**config.mk**
```make
export PLATFORM = sky130hd
export DESIGN_NAME = alu_issue_ctrl
export DESIGN_NICKNAME = d
export VERILOG_FILES = /design/src/rtl/alu_issue_ctrl.sv
export SDC_FILE = /design/constraint.sdc
export NUM_CORES = 1
export LEC_CHECK = 0
export ABC_AREA = 1
export CAP_MARGIN = 20
export CORE_MARGIN = 1
export CORE_UTILIZATION = 40
export CTS_BUF_LIST = sky130_fd_sc_hd__clkbuf_4 sky130_fd_sc_hd__clkbuf_8
export CTS_CLUSTER_DIAMETER = 50
export DETAILED_ROUTE_END_ITERATION = 7
export GPL_TIMING_DRIVEN = 1
export PLACE_DENSITY = 0.87
export SLEW_MARGIN = 10
export SYNTH_ARGS = -nofsm -noshare
export SYNTH_HDL_FRONTEND = slang
export SYNTH_SLANG_ARGS = --single-unit
```
**constraint.sdc**
```tcl
create_clock -name clk -period 8.4 [get_ports clk]
set_input_delay 1.68 -clock clk [delete_from_list [all_inputs] [get_ports clk]]
set_output_delay 1.68 -clock clk [all_outputs]
set_load 0.02 [all_outputs]
```
**src/rtl/alu_issue_ctrl.sv**
```systemverilog
// alu_issue_ctrl: issues one ALU operation at a time to the external
// combinational Execution unit and returns its result over a valid/ready
// response port. It also holds the architectural NZCV flag register.
// A request is accepted in IDLE, or in RESP in the same cycle its response
// is consumed. The op executes for one cycle (EXEC). The response is then
// held in RESP until rsp_ready.
// Optional feature macro: ALU_COND_EXEC_EN. When defined, the ARM condition
// field is evaluated against the flags as they were before the op. When
// undefined, every op passes and req_cond is ignored.
module alu_issue_ctrl #(
  parameter int DATA_W = 32,
  parameter int IMM_W  = 24
) (
  input  logic              clk,
  input  logic              reset,
  // request port
  input  logic              req_valid,
  output logic              req_ready,
  input  logic [DATA_W-1:0] req_rd1,
  input  logic [DATA_W-1:0] req_rd2,
  input  logic [IMM_W-1:0]  req_imm,
  input  logic [1:0]        req_alusrc,
  input  logic              req_immsrc,
  input  logic [1:0]        req_aluctl,
  input  logic [3:0]        req_cond,
  input  logic              req_setflags,
  // registered drive to Execution
  output logic [DATA_W-1:0] exe_rd1,
  output logic [DATA_W-1:0] exe_rd2,
  output logic [IMM_W-1:0]  exe_imm,
  output logic [1:0]        exe_alusrc,
  output logic              exe_immsrc,
  output logic [1:0]        exe_aluctl,
  // results from Execution
  input  logic [3:0]        exe_aluflags,
  input  logic [DATA_W-1:0] exe_aluresult,
  // response port
  output logic              rsp_valid,
  input  logic              rsp_ready,
  output logic [DATA_W-1:0] rsp_result,
  output logic              rsp_exec,
  output logic [3:0]        flags
);

  typedef enum logic [1:0] {
    IDLE = 2'd0,
    EXEC = 2'd1,
    RESP = 2'd2
  } state_t;

  state_t state_q, state_d;

  logic [DATA_W-1:0] exe_rd1_q, exe_rd1_d;
  logic [DATA_W-1:0] exe_rd2_q, exe_rd2_d;
  logic [IMM_W-1:0]  exe_imm_q, exe_imm_d;
  logic [1:0]        exe_alusrc_q, exe_alusrc_d;
  logic              exe_immsrc_q, exe_immsrc_d;
  logic [1:0]        exe_aluctl_q, exe_aluctl_d;
  logic              setflags_q, setflags_d;
  logic [DATA_W-1:0] rsp_result_q, rsp_result_d;
  logic              rsp_exec_q, rsp_exec_d;
  logic [3:0]        flags_q, flags_d;

  logic accept;
  logic cond_pass;

`ifdef ALU_COND_EXEC_EN
  logic [3:0] cond_q, cond_d;
  logic       n_flag, z_flag, c_flag, v_flag;

  assign {n_flag, z_flag, c_flag, v_flag} = flags_q;

  // ARM condition decode against the flags committed before this op
  always_comb begin
    cond_pass = 1'b1;
    case (cond_q)
      4'h0: cond_pass = z_flag;
      4'h1: cond_pass = !z_flag;
      4'h2: cond_pass = c_flag;
      4'h3: cond_pass = !c_flag;
      4'h4: cond_pass = n_flag;
      4'h5: cond_pass = !n_flag;
      4'h6: cond_pass = v_flag;
      4'h7: cond_pass = !v_flag;
      4'h8: cond_pass = c_flag && !z_flag;
      4'h9: cond_pass = !c_flag || z_flag;
      4'hA: cond_pass = (n_flag == v_flag);
      4'hB: cond_pass = (n_flag != v_flag);
      4'hC: cond_pass = !z_flag && (n_flag == v_flag);
      4'hD: cond_pass = z_flag || (n_flag != v_flag);
      default: cond_pass = 1'b1;  // AL, and 0xF treated as always
    endcase
  end
`else
  // Unconditional build: every op executes and the condition field is dropped
  logic unused_cond;
  assign unused_cond = ^req_cond;
  assign cond_pass   = 1'b1;
`endif

  // Handshake outputs: ready in IDLE, or in RESP once the response is taken
  always_comb begin
    req_ready = 1'b0;
    rsp_valid = 1'b0;
    case (state_q)
      IDLE:    req_ready = 1'b1;
      RESP: begin
        rsp_valid = 1'b1;
        req_ready = rsp_ready;
      end
      default: req_ready = 1'b0;
    endcase
  end

  assign accept = req_valid && req_ready;

  // Next-state logic
  always_comb begin
    state_d = state_q;
    case (state_q)
      IDLE: if (req_valid) state_d = EXEC;
      EXEC: state_d = RESP;
      RESP: begin
        if (rsp_ready) state_d = req_valid ? EXEC : IDLE;
      end
      default: state_d = IDLE;
    endcase
  end

  // Operand capture on accept; result/flag capture at the end of EXEC
  always_comb begin
    exe_rd1_d    = exe_rd1_q;
    exe_rd2_d    = exe_rd2_q;
    exe_imm_d    = exe_imm_q;
    exe_alusrc_d = exe_alusrc_q;
    exe_immsrc_d = exe_immsrc_q;
    exe_aluctl_d = exe_aluctl_q;
    setflags_d   = setflags_q;
`ifdef ALU_COND_EXEC_EN
    cond_d       = cond_q;
`endif
    rsp_result_d = rsp_result_q;
    rsp_exec_d   = rsp_exec_q;
    flags_d      = flags_q;

    if (accept) begin
      exe_rd1_d    = req_rd1;
      exe_rd2_d    = req_rd2;
      exe_imm_d    = req_imm;
      exe_alusrc_d = req_alusrc;
      exe_immsrc_d = req_immsrc;
      exe_aluctl_d = req_aluctl;
      setflags_d   = req_setflags;
`ifdef ALU_COND_EXEC_EN
      cond_d       = req_cond;
`endif
    end

    // accept never happens in EXEC, so these two branches never overlap
    if (state_q == EXEC) begin
      rsp_result_d = cond_pass ? exe_aluresult : '0;
      rsp_exec_d   = cond_pass;
      if (cond_pass && setflags_q) flags_d = exe_aluflags;
    end
  end

  // State register
  always_ff @(posedge clk or posedge reset) begin
    if (reset) state_q <= IDLE;
    else       state_q <= state_d;
  end

  // Operand, response and flag registers
  always_ff @(posedge clk or posedge reset) begin
    if (reset) begin
      exe_rd1_q    <= '0;
      exe_rd2_q    <= '0;
      exe_imm_q    <= '0;
      exe_alusrc_q <= '0;
      exe_immsrc_q <= 1'b0;
      exe_aluctl_q <= '0;
      setflags_q   <= 1'b0;
`ifdef ALU_COND_EXEC_EN
      cond_q       <= '0;
`endif
      rsp_result_q <= '0;
      rsp_exec_q   <= 1'b0;
      flags_q      <= '0;
    end else begin
      exe_rd1_q    <= exe_rd1_d;
      exe_rd2_q    <= exe_rd2_d;
      exe_imm_q    <= exe_imm_d;
      exe_alusrc_q <= exe_alusrc_d;
      exe_immsrc_q <= exe_immsrc_d;
      exe_aluctl_q <= exe_aluctl_d;
      setflags_q   <= setflags_d;
`ifdef ALU_COND_EXEC_EN
      cond_q       <= cond_d;
`endif
      rsp_result_q <= rsp_result_d;
      rsp_exec_q   <= rsp_exec_d;
      flags_q      <= flags_d;
    end
  end

  assign exe_rd1    = exe_rd1_q;
  assign exe_rd2    = exe_rd2_q;
  assign exe_imm    = exe_imm_q;
  assign exe_alusrc = exe_alusrc_q;
  assign exe_immsrc = exe_immsrc_q;
  assign exe_aluctl = exe_aluctl_q;
  assign rsp_result = rsp_result_q;
  assign rsp_exec   = rsp_exec_q;
  assign flags      = flags_q;

endmodule

```
* Word level (Yosys, flattened, before mapping)
Cells that the tools add are included.
Storage, ports and cells: bits in latches 0, output and inout bits 132, RAM bits 0, register bits 133, memories kept 0, bits in read-only memories 0, input port bits 138
Cells by class: multiply operators 0, reductions and logical operators 4, mux-type cells 6, order comparisons 0, add/sub/neg operators 0, bitwise operators 0, equal/unequal tests 4, div/mod/pow operators 0, shift-type cells 0
Operators by type and width (count):
- 2-bit one-hot mux with 3 select lines | 1
- 2-bit 2-to-1 mux | 2
- 2-bit != test (second input constant) | 2
- 2-bit AND reduction | 2
- 2-bit by 1-bit equality test with 1-bit output (second input constant) | 1
- 2-bit equality test (second input constant) | 1
- 2-bit zero test | 1
- 1-bit 2-to-1 mux | 2
- 1-bit one-hot mux with 2 select lines | 1
- 1-bit logical AND | 1

* Longest topological paths before layout
depth after elaboration 3, depth in mapped cells 7, mapped depth without buffers 5

* Least setup slack after synthesis
OpenSTA, ideal clock, no wires.
path type input -> output, start input rsp_ready, end output req_ready, cell stages on the path 2, path slack 4655 ps, arrival time 2065 ps, cells stage by stage inv_1 a21oi_1
Between the ends: longest elaborated chain between the ends 1
Ends and longest elaborated chain:
- start, declared | line 39 | input logic rsp_ready,
- 1-bit one-hot mux with 2 select lines | line 105 | case (state_q)
- end, declared | line 18 | output logic req_ready,
No other way between the ends.

* Final worst setup path
Same ends and word-level chain as after synthesis.

==> impl_metrics.json <==
{
  "start_util_pct": 40.9,
  "clock_skew_ns": 0.00842,
  "die_y_um": 118,
  "setup_ws_ns": 3.72,
  "grt_usage_pct": 23.6,
  "num_vias": 5183,
  "fin_cells": 1018,
  "antenna_cells": 0,
  "clkTransAtPathRegs_ns": 0.06,
  "max_freq_ghz": 0.214,
  "drt-initial-drc-count": 347,
  "gp_congestion": 0.796,
  "critical_path.endpoint_type": "primary output",
  "final_core_util_pct": 64.5,
  "syn2layout_area_growth_pct": 57.7,
  "postCtsSetupBuffers": 0,
  "routedWlPerCell_um": 15.7,
  "yosysSeqAreaShare_pct": 61.4,
  "required_ns": 6.72,
  "tightest_slew_ns": 1.05,
  "postRouteAntennaNets": 0,
  "outcome": "finished, final reports clean",
  "drc": 0,
  "tns_ns": 0,
  "grt-ovfl-total": 0,
  "grt_max_degree": 97,
  "dp_slack_ns": 3.73,
  "die_width_um": 118,
  "cp_max_fo": 2,
  "syn_area_mm2": 0.00542,
  "ios": 270,
  "core_mm2": 0.0132,
  "setup_viol": 0,
  "vias_per_cell": 5.09,
  "grt_pass1_vias": 5033,
  "rows": 42,
  "hold_viol_final": 0,
  "die_area_mm2": 0.0140,
  "clock-sinks": 133,
  "period_needed_ns": 4.68,
  "ys_seq_elements": 133,
  "dp_hpwl_um": 10500,
  "hp-class": "reg2reg",
  "grt_pass1_wl_um": 26000,
  "critPathArrivalTime_ns": 3.00,
  "synth_nets": 727,
  "leakage_nw": 4.09,
  "clk_path_buf_depth": 2,
  "cts_resized": 0,
  "antenna_found_initial": 1,
  "synth_cells": 589,
  "power.density_mw_per_mm2": 288,
  "path_class": "in2out",
  "peakVddDrop_mv": 0.141,
  "drv_slew": 0,
  "cts.htree.levels": 4,
  "cts_buffers": 17,
  "firstDrtPassIters": 4,
  "relSlewSlack_pct": 30.0,
  "r2r_cells": 7,
  "yosys_warnings": 0,
  "layout.nets": 967,
  "insertion_delay_ns": 0.43,
  "cts_tree": "built",
  "cts-hold-fix-buffers": 0,
  "dp.cells": 985,
  "syn_area_per_cell_um2": 9.20,
  "drive_above_1_share_pct": 5.34,
  "synth.distinct_cells": 15,
  "max_cap_violations": 0,
  "clockRootBuffer": "clkbuf_8",
  "whs_path_depth": 2,
  "rsz0062_at_grt": "no",
  "period_share_pct": 55.7,
  "worstSetupStartpointType": "primary input",
  "port_buffers": 265,
  "wl_um": 16000
}
[cells by family (layout without fill, tap and decap cells)]
kind of cell | count (synthesis) | count (layout) | share of synthesized area [%]
buf+inv | 58 | 311 | 5.68
flops | 133 | 133 | 61.4
compound gates | 2 | 2 | 0.185
simple gates | 396 | 396 | 32.7
[report_power, final]
part           leakage (nW)  switching, W  total, W  internal [W]
registers              1.64     0.0000979  0.000916      0.000818
clock network         0.224      0.000248  0.000587      0.000339
logic                  2.23      0.000517  0.000958      0.000441
[layout by cell type (no fill, tap or decap)]
master           instances
nand2_1                266
clkdlybuf4s50_1        264
dfrtp_1                133
nand4_1                 94
nand3_1                 33
clkbuf_8                18
buf_4                    6
inv_1                    4
bufinv_16                4
clkinv_2                 3
clkinv_4                 3
inv_2                    2
inv_6                    2
clkbuf_4                 2
nand2_4                  1
nand3_4                  1
a21oi_1                  1
nor2_1                   1
o21ai_0                  1
clkinvlp_4               1
buf_8                    1
buf_16                   1
[metrics by stage]
step	hold slack (ns)	total power, W	cell area (um^2)
global placement	0.452	0.00186	8060
global route	0.488	0.00260	8540
floorplan	0.443	0.00139	5420
detailed placement	0.457	0.00189	8090
finish	0.468	0.00246	8540
CTS	0.475	0.00248	8530
[layout make-up]
type	instances	area (um^2)
multi-input combinational	398	1790
tap	176	220
fill	1067	4700
clock inverter	12	178
sequential	133	3330
clock buffer	20	263
inverter	7	31.3
timing repair buffer	272	2730
[synthesized netlist by cell type]
library cell  count  share of area, %
dfrtp_1         133                61
inv_1             5              0.35
buf_4             3              0.42
nand2_2           1              0.12
buf_2            27               2.5
nand2_1         266                18
buf_6             6               1.2
o21ai_0           1             0.092
nand4_1          94                11
nand3_2           1              0.18
a21oi_1           1             0.092
nor2_1            1             0.069
clkbuf_1         15               1.0
inv_2             2              0.14
nand3_1          33               3.0
[state kept, by name (all words and copies together), names as in the netlist]
name	flops
exe_rd2	32
exe_immsrc	1
state_q	2
rsp_exec	1
exe_imm	24
exe_aluctl	2
exe_alusrc	2
flags	4
setflags_q	1
exe_rd1	32
rsp_result	32
[critical path: stages]
cell and delay, ns:
clkdlybuf4s50_1 0.47, inv_1 0.08, a21oi_1 0.14, clkdlybuf4s50_1 0.63
[per-layer routing]
layer | GRT usage (%) | wire (um) | share of wire [%]
met1 | 29.5 | 6470 | 41
met2 | 37.8 | 7630 | 48
met3 | 8.30 | 1530 | 9.6
met4 | 8.78 | 299 | 1.9
met5 | 0 | 13 | 0.081
[final timing paths]
path	start	end	slack, ns
setup / recovery	rsp_ready	req_ready	3.72
hold / removal	exe_rd1[1]	exe_rd1[1]	0.47
setup reg to reg	state_q[0]	exe_immsrc	5.42
hold reg to reg	exe_rd1[1]	exe_rd1[1]	0.47
max in group asynchronous	reset	rsp_result[3]	5.39
min in group asynchronous	reset	rsp_exec	1.69
No activity file was read; power rests on OpenSTA's default activity.
